## src/rtl/freq_divider_pkg.sv

```systemverilog
`timescale 1ns/1ps
// freq_pkg: shared types and default sizes for the frequency divider and its
// edge synchronizer.
package freq_pkg;

  // Default period-counter width (max measurable period 2^CNT_W-1 clk cycles).
  localparam int CNT_W_DEF   = 8;
  // Default divide-ratio input width; divide ratio is n+1.
  localparam int N_W_DEF     = 4;
  // Flip-flops in the in_freq synchronizer chain.
  localparam int SYNC_STAGES = 2;

  typedef enum logic [1:0] {
    IDLE    = 2'd0,
    ARM     = 2'd1,
    MEASURE = 2'd2,
    RUN     = 2'd3
  } fd_state_t;

endpackage : freq_pkg

```

## src/rtl/freq_divider_edge_sync.sv

```systemverilog
`timescale 1ns/1ps
// edge_sync: multi-stage synchronizer for an asynchronous level, followed by a
// one-cycle rising-edge pulse in the clk domain.
module edge_sync
  import freq_pkg::*;
#(
  parameter int STAGES = SYNC_STAGES
) (
  input  logic clk,
  input  logic rst,
  input  logic async_in,
  output logic sync_out,
  output logic rise
);

  logic [STAGES-1:0] sync_q, sync_d;
  logic              prev_q, prev_d;

  // Shift the raw input through the chain; remember the last synchronized level.
  always_comb begin
    sync_d = {sync_q[STAGES-2:0], async_in};
    prev_d = sync_q[STAGES-1];
  end

  // Synchronizer and edge-history registers, cleared by the active-low reset.
  always_ff @(posedge clk or negedge rst) begin
    if (!rst) begin
      sync_q <= '0;
      prev_q <= 1'b0;
    end else begin
      sync_q <= sync_d;
      prev_q <= prev_d;
    end
  end

  // A rise is a synchronized high whose previous synchronized level was low.
  always_comb begin
    sync_out = sync_q[STAGES-1];
    rise     = sync_q[STAGES-1] & ~prev_q;
  end

endmodule : edge_sync

```

## src/rtl/freq_divider.sv

```systemverilog
`timescale 1ns/1ps
// freq_divider: measures the period of in_freq in clk cycles (k), then
// regenerates div_out at in_freq/(n+1) with a half-period of H clk cycles.
module freq_divider
  import freq_pkg::*;
#(
  parameter int CNT_W = CNT_W_DEF,
  parameter int N_W   = N_W_DEF
) (
  input  logic             clk,
  input  logic             rst,
  input  logic             in_freq,
  input  logic             adjust,
  input  logic [N_W-1:0]   n,
  output logic             valid,
  output logic             div_out,
  output logic [CNT_W-1:0] k,
  output logic             ovf
);

  // Product width: a full period times the largest ratio never truncates.
  localparam int               P_W     = CNT_W + N_W;
  localparam logic [CNT_W-1:0] CNT_MAX = {CNT_W{1'b1}};

  fd_state_t        state_q, state_d;
  logic [CNT_W-1:0] cnt_q, cnt_d;
  logic [CNT_W-1:0] k_q, k_d;
  logic [P_W-1:0]   h_q, h_d;
  logic [P_W-1:0]   hcnt_q, hcnt_d;
  logic             valid_q, valid_d;
  logic             div_q, div_d;
  logic             ovf_q, ovf_d;

  logic             rise;
  logic             in_sync_unused;  // synchronized level itself is not needed here
  logic [P_W-1:0]   prod;
  logic [P_W-1:0]   h_new;

  edge_sync #(.STAGES(SYNC_STAGES)) u_edge_sync (
    .clk      (clk),
    .rst      (rst),
    .async_in (in_freq),
    .sync_out (in_sync_unused),
    .rise     (rise)
  );

  // Half-period for the period now in cnt_q: max(1, cnt*(n+1) >> 1).
  // n only matters at the completing edge, so H itself is the latched ratio.
  always_comb begin
    prod  = P_W'(cnt_q) * (P_W'(n) + P_W'(1));
    h_new = prod >> 1;
    if (h_new == '0) begin
      h_new = P_W'(1);
    end
  end

  // Next-state and datapath: adjust restarts from any state, then per-state work.
  always_comb begin
    state_d = state_q;
    cnt_d   = cnt_q;
    k_d     = k_q;
    h_d     = h_q;
    hcnt_d  = hcnt_q;
    valid_d = valid_q;
    div_d   = div_q;
    ovf_d   = ovf_q;

    if (adjust) begin
      // Restart wins over everything, including a same-cycle rise; div_out holds.
      state_d = ARM;
      cnt_d   = '0;
      valid_d = 1'b0;
      ovf_d   = 1'b0;
    end else begin
      case (state_q)
        IDLE: begin
          // Outputs hold until a new measurement is requested.
        end
        ARM: begin
          if (rise) begin
            state_d = MEASURE;
            cnt_d   = CNT_W'(1);
          end else if (cnt_q == CNT_MAX) begin
            state_d = IDLE;
            ovf_d   = 1'b1;
            valid_d = 1'b0;
          end else begin
            cnt_d = cnt_q + CNT_W'(1);
          end
        end
        MEASURE: begin
          if (rise) begin
            // Publish the period and start the divided waveform from hcnt=0.
            state_d = RUN;
            k_d     = cnt_q;
            h_d     = h_new;
            hcnt_d  = '0;
            valid_d = 1'b1;
          end else if (cnt_q == CNT_MAX) begin
            // Timed out: k keeps its previous published value.
            state_d = IDLE;
            ovf_d   = 1'b1;
            valid_d = 1'b0;
          end else begin
            cnt_d = cnt_q + CNT_W'(1);
          end
        end
        RUN: begin
          if (hcnt_q == h_q - P_W'(1)) begin
            div_d  = ~div_q;
            hcnt_d = '0;
          end else begin
            hcnt_d = hcnt_q + P_W'(1);
          end
        end
        default: begin
          state_d = IDLE;
        end
      endcase
    end
  end

  // State and datapath registers; reset returns every output to zero at once.
  always_ff @(posedge clk or negedge rst) begin
    if (!rst) begin
      state_q <= IDLE;
      cnt_q   <= '0;
      k_q     <= '0;
      h_q     <= '0;
      hcnt_q  <= '0;
      valid_q <= 1'b0;
      div_q   <= 1'b0;
      ovf_q   <= 1'b0;
    end else begin
      state_q <= state_d;
      cnt_q   <= cnt_d;
      k_q     <= k_d;
      h_q     <= h_d;
      hcnt_q  <= hcnt_d;
      valid_q <= valid_d;
      div_q   <= div_d;
      ovf_q   <= ovf_d;
    end
  end

  // Drive outputs straight from registers.
  always_comb begin
    valid   = valid_q;
    div_out = div_q;
    k       = k_q;
    ovf     = ovf_q;
  end

endmodule : freq_divider

```

## config.mk

```make
export PLATFORM = sky130hd
export DESIGN_NAME = freq_divider
export DESIGN_NICKNAME = d
export VERILOG_FILES = /design/src/rtl/freq_divider_pkg.sv /design/src/rtl/freq_divider_edge_sync.sv /design/src/rtl/freq_divider.sv
export SDC_FILE = /design/constraint.sdc
export NUM_CORES = 1
export LEC_CHECK = 0
export BUFFER_PORTS_ARGS = -buffer_cell sky130_fd_sc_hd__buf_2
export CAP_MARGIN = 40
export CORE_AREA = 3 3 98 100
export DETAILED_ROUTE_END_ITERATION = 12
export DIE_AREA = 0 0 101 103
export GPL_TIMING_DRIVEN = 0
export PLACE_DENSITY = 0.67
export RECOVER_POWER = 50
export SLEW_MARGIN = 20
export SYNTH_ARGS = -nofsm -noshare
export SYNTH_HDL_FRONTEND = slang
export SYNTH_SLANG_ARGS = --single-unit
export TNS_END_PERCENT = 30
```

## constraint.sdc

```tcl
create_clock -name clk -period 4.41 [get_ports clk]
set_clock_uncertainty 0.15 [all_clocks]
set_input_delay 0 -clock clk [delete_from_list [all_inputs] [get_ports clk]]
set_output_delay 0 -clock clk [all_outputs]
set_load 0.005 [all_outputs]
```

==> summary by stage <==
Die
For this configuration, the core starts out at a cell density of 44.8%. Measured along the y axis, the die boundary spans just over 100 um. For this design the top-level I/O count stands at 19. The die covers around 0.010 mm2. The number of placement rows is 34. The die width is roughly 100 um.

After floorplanning, the core was sized to cover between 0.008 and 0.009 mm2.

STA
The final period demand of the worst path is about 4.1 ns. The max-slew violation count is 34. The remaining max-slew budget at the tightest pin is -13.7%. Setup violations remaining at the end of the flow were counted as 0. The final number of hold-violating endpoints is 0. The final period utilization is 93.1%.

At the pin with the least slew margin, the transition time is approximately 1.7 ns. The maximum achievable frequency is 243 MHz. Setup repair after global routing left no endpoint under its margin.

Yosys
The flip-flop cell with the highest count after synthesis is dfrtp_1. The fraction of registers with async set or reset after synthesis is 100%. Synthesis produced a netlist whose cell count is between 400 and 500. During synthesis, Yosys emitted a total of 0 warnings.

The synthesized design contains 0 enable-type register cells. The combined area of all synthesized cells is just under 0.004 mm2. The average instance in the mapped netlist occupies approximately 8.5 um2. Counting distinct cell types in the post-synthesis netlist gives 56. The number of nets handed over by synthesis was around 520. Sequential elements use around 30% of the synthesized area. The synthesized flop and latch total is 47.

Hold path
The classification of the worst-slack hold path is in2async.

Run status
The run finished, with violations left. The final reports fail on capacitance limit, slew limit.

Detailed routing
The wire length per cell is around 14 um. Summing over every cut layer, the via total after detailed routing is between 3000 and 4000. The count of nets left with antenna violations after detail routing is 0. The per-cell via count in the routed design is 5.38. The first-iteration detailed-routing DRC count is 103. The DRC violation count after routing is 0.

The first detailed-routing pass took 4 iterations. The total wire length after detailed routing is ~8.5 mm.

Cells and area
The net count of the finished layout is ~540. The repair_antennas step left the layout with diodes totalling 0. Fill cells in the final layout number around 860.

In the final layout, the multi-input gates occupy approximately 0.0025 mm2. The most frequent standard cell in the layout excluding fill and tap cells is nand2_1. The area used by sequential logic in the layout is 0.00118 mm2. The area growth from synthesis to layout is 9.37%. The top cell types in the final layout, fill and taps aside, are nand2_1 (69), dfrtp_1 (42), inv_1 (39), nor2_1 (32), ha_1 (27). The final instance count without filler cells is between 500 and 600.

The post-route cell area is approximately 0.0043 mm2. The share of post-route cells with drive strength above 1 is between 10% and 20%.

Global routing
The number of global-route vias before repair is a little over 3000. The first-pass GRT wire length is 14.4 mm. Entering global routing, the biggest net connects 34 pins.

Summed over all layers, the global routing overflow is 0. The overall track demand over capacity in global routing is between 15 and 20%. The number of antenna violations at the first check in global routing was 0.

Critical path
Grouping stages by cell kind, the critical path spends the most delay in adder cells. Across all register-to-register paths, the minimum setup slack is 0.30 ns. Data arrives at the worst endpoint at roughly 4.2 ns. The critical path start-end classification is reg2reg. Counting both buffers and inverters, the worst setup path holds a total of 1. STA classifies the critical path startpoint as a register. Of all nets on the critical path, the largest fanout is 11.

In this design, the stage delay of the slowest critical-path cell is 0.54 ns. The worst setup path is captured at a register. The launching element of the worst setup path is cnt_q[0]$_DFFE_PN0P_. For the worst flop-to-flop path, the logic depth is 13. The library cell appearing most often on the critical path is fa_1. The worst register-to-register path begins at cnt_q[0]$_DFFE_PN0P_. The slowest stage of the critical path belongs to the cell fa_1. In this run the critical register-to-register path is captured at h_q[0]$_DFFE_PN0P_. The signal on the critical path passes through nand2_1 -> fa_1 -> fa_1 -> fa_1 -> inv_1 -> ha_1 -> nor2b_1 -> o211ai_1 -> a21boi_0 -> o41ai_2 -> xor2_1 -> and4_1 -> a21o_1. The required time at the endpoint of the critical path is about 4.5 ns.

CTS
The H-tree was split into 2 levels. Clock tree synthesis selected as its root buffer the cell clkbuf_8. The insertion delay to the later sink of the worst-skew pair is ~0.31 ns. Buffers inserted during clock tree synthesis total 5. The maximum clock path buffer count is 2.

The clock net in this run drives a total of 47 sinks. Clock-pin slew was measured on the worst setup and hold paths at ~0.09 ns. TritonCTS built the clock tree.

Placement
After detailed placement, the total cell area comes to approximately 0.0042 mm2. The HPWL after detailed placement is about 6.7 mm. The cell count after placement is around 590.

Routability-driven placement finished with a final weighted congestion of 0.835. Input and output buffers added on the ports amount to 18.

Run
Across the run, the number of max-cap violations was 1.

Power and ir drop
VDD sags by at most 0.178 mV. The power consumption is 1070 uW. The cell area power density is roughly 250 mW/mm2.

Summed over all cells, the static leakage comes to around 0.0020 uW.
==> cell type report <==
type | instances | area share [%]
inverters | 39 | 3.41
well taps | 108 | 3.15
clock inverters | 3 | 0.583
flip-flops and latches | 47 | 27.5
clock buffers | 5 | 1.60
plain buffers | 13 | 1.66
multi-input cells | 360 | 59.1
repair buffers | 23 | 3.00
==> sequential cells by signal, summed over array words and instances, names as in the netlist <==
| register | flops |
|---|---|
| ovf | 1 |
| k | 8 |
| cnt_q | 8 |
| h_q | 11 |
| valid | 1 |
| state_q | 2 |
| hcnt_q | 12 |
| u_edge_sync.prev_q | 1 |
| u_edge_sync.sync_q | 2 |
| div_out | 1 |
==> how the worst max path moves through the flow <==
stage,end,slack (ns),depth (start not counted)
2_1_floorplan,h_q[0]$_DFFE_PN0P_,0.38,15
3_3_place_gp,h_q[0]$_DFFE_PN0P_,-0.14,17
3_5_place_dp,h_q[0]$_DFFE_PN0P_,-0.23,16
4_1_cts,h_q[0]$_DFFE_PN0P_,0.02,13
5_1_grt,h_q[0]$_DFFE_PN0P_,0.04,16
6_report,h_q[0]$_DFFE_PN0P_,0.30,13
==> cells by family after synthesis <==
logic type / synth area share (%)
XOR/XNOR: 5.80
buffers and inverters: 6.02
flip-flops: 29.9
adder cells (fa/ha/maj): 17.3
AND/OR/NAND/NOR: 25.5
AO/OA/AOI/OAI: 15.5
==> through the flow <==
step	hold WS [ns]	setup TNS [ns]	worst slack, ns	util [%]
5_1_grt	0.177	0	0.0420	49.0
4_1_cts	0.0141	0	0.0206	48.9
2_1_floorplan	-0.446	0	0.379	-
6_report	0.145	0	0.303	49.0
3_3_place_gp	-0.0384	-0.143	-0.143	47.4
3_5_place_dp	-0.202	-0.316	-0.232	47.6
==> synthesized netlist by cell type, types with 2 or more instances <==
library cell  instances  share of area [%]
nor2b_1               5               0.80
buf_2                 3               0.38
a21oi_2               4               0.89
nor3b_1               2               0.38
o21ai_1               7               0.89
o22ai_1               6               0.96
xnor2_1              10                2.2
buf_6                 2               0.57
nand3b_1              2               0.38
nand2b_1             10                1.6
o31ai_1               2               0.38
nor3_1               10                1.3
nand3_1              17                2.2
a31oi_1               2               0.32
a21boi_0              3               0.57
ha_1                 27                8.6
dfrtp_1              47                 30
fa_1                 17                8.7
and2_1               22                3.5
a21o_1                6                1.1
and3_1                5               0.80
o21ai_0              20                2.5
nor2_1               32                3.1
clkbuf_1             12                1.1
nand2_1              69                6.6
a21oi_1              25                3.2
o211ai_1              4               0.76
or2_2                 4               0.64
xor2_1               16                3.6
inv_1                39                3.7
nand4_1               9                1.4
==> what timing repair did <==
item	CTS	global route
pin swaps	0	1
setup buffers	0	1
endpoints found under the setup margin	1	2
hold buffers	3	0
resized for setup	0	9
endpoints found under the hold margin	50	0
==> metal layers <==
layer	track usage, %	routed length (um)	share of wire, %	up-vias
met5	0	0	0	-
met4	4.19	109	1.3	0
met3	2.50	274	3.2	11
met2	30.4	4280	50	57
met1	22.1	3840	45	1528
li1	-	-	-	1622
==> where the power goes <==
part           leakage [uW]  total (uW)  switching [uW]  internal, uW
logic               0.00136         283             162           121
clock network     0.0000443         269             156           113
registers          0.000617         520            55.9           464
==> worst reg2reg max path: cells and delay by family, from the launching register on <==
family	cells	cell delay, ns
adders and majority gates	4	1.92
AOI/OAI and AO/OA	4	0.77
DFF	1	0.49
and+or+nand+nor	3	0.48
xor gates and xnor gates	1	0.22
buffers and inverters	1	0.04
Power figures use the tool's default switching activity.
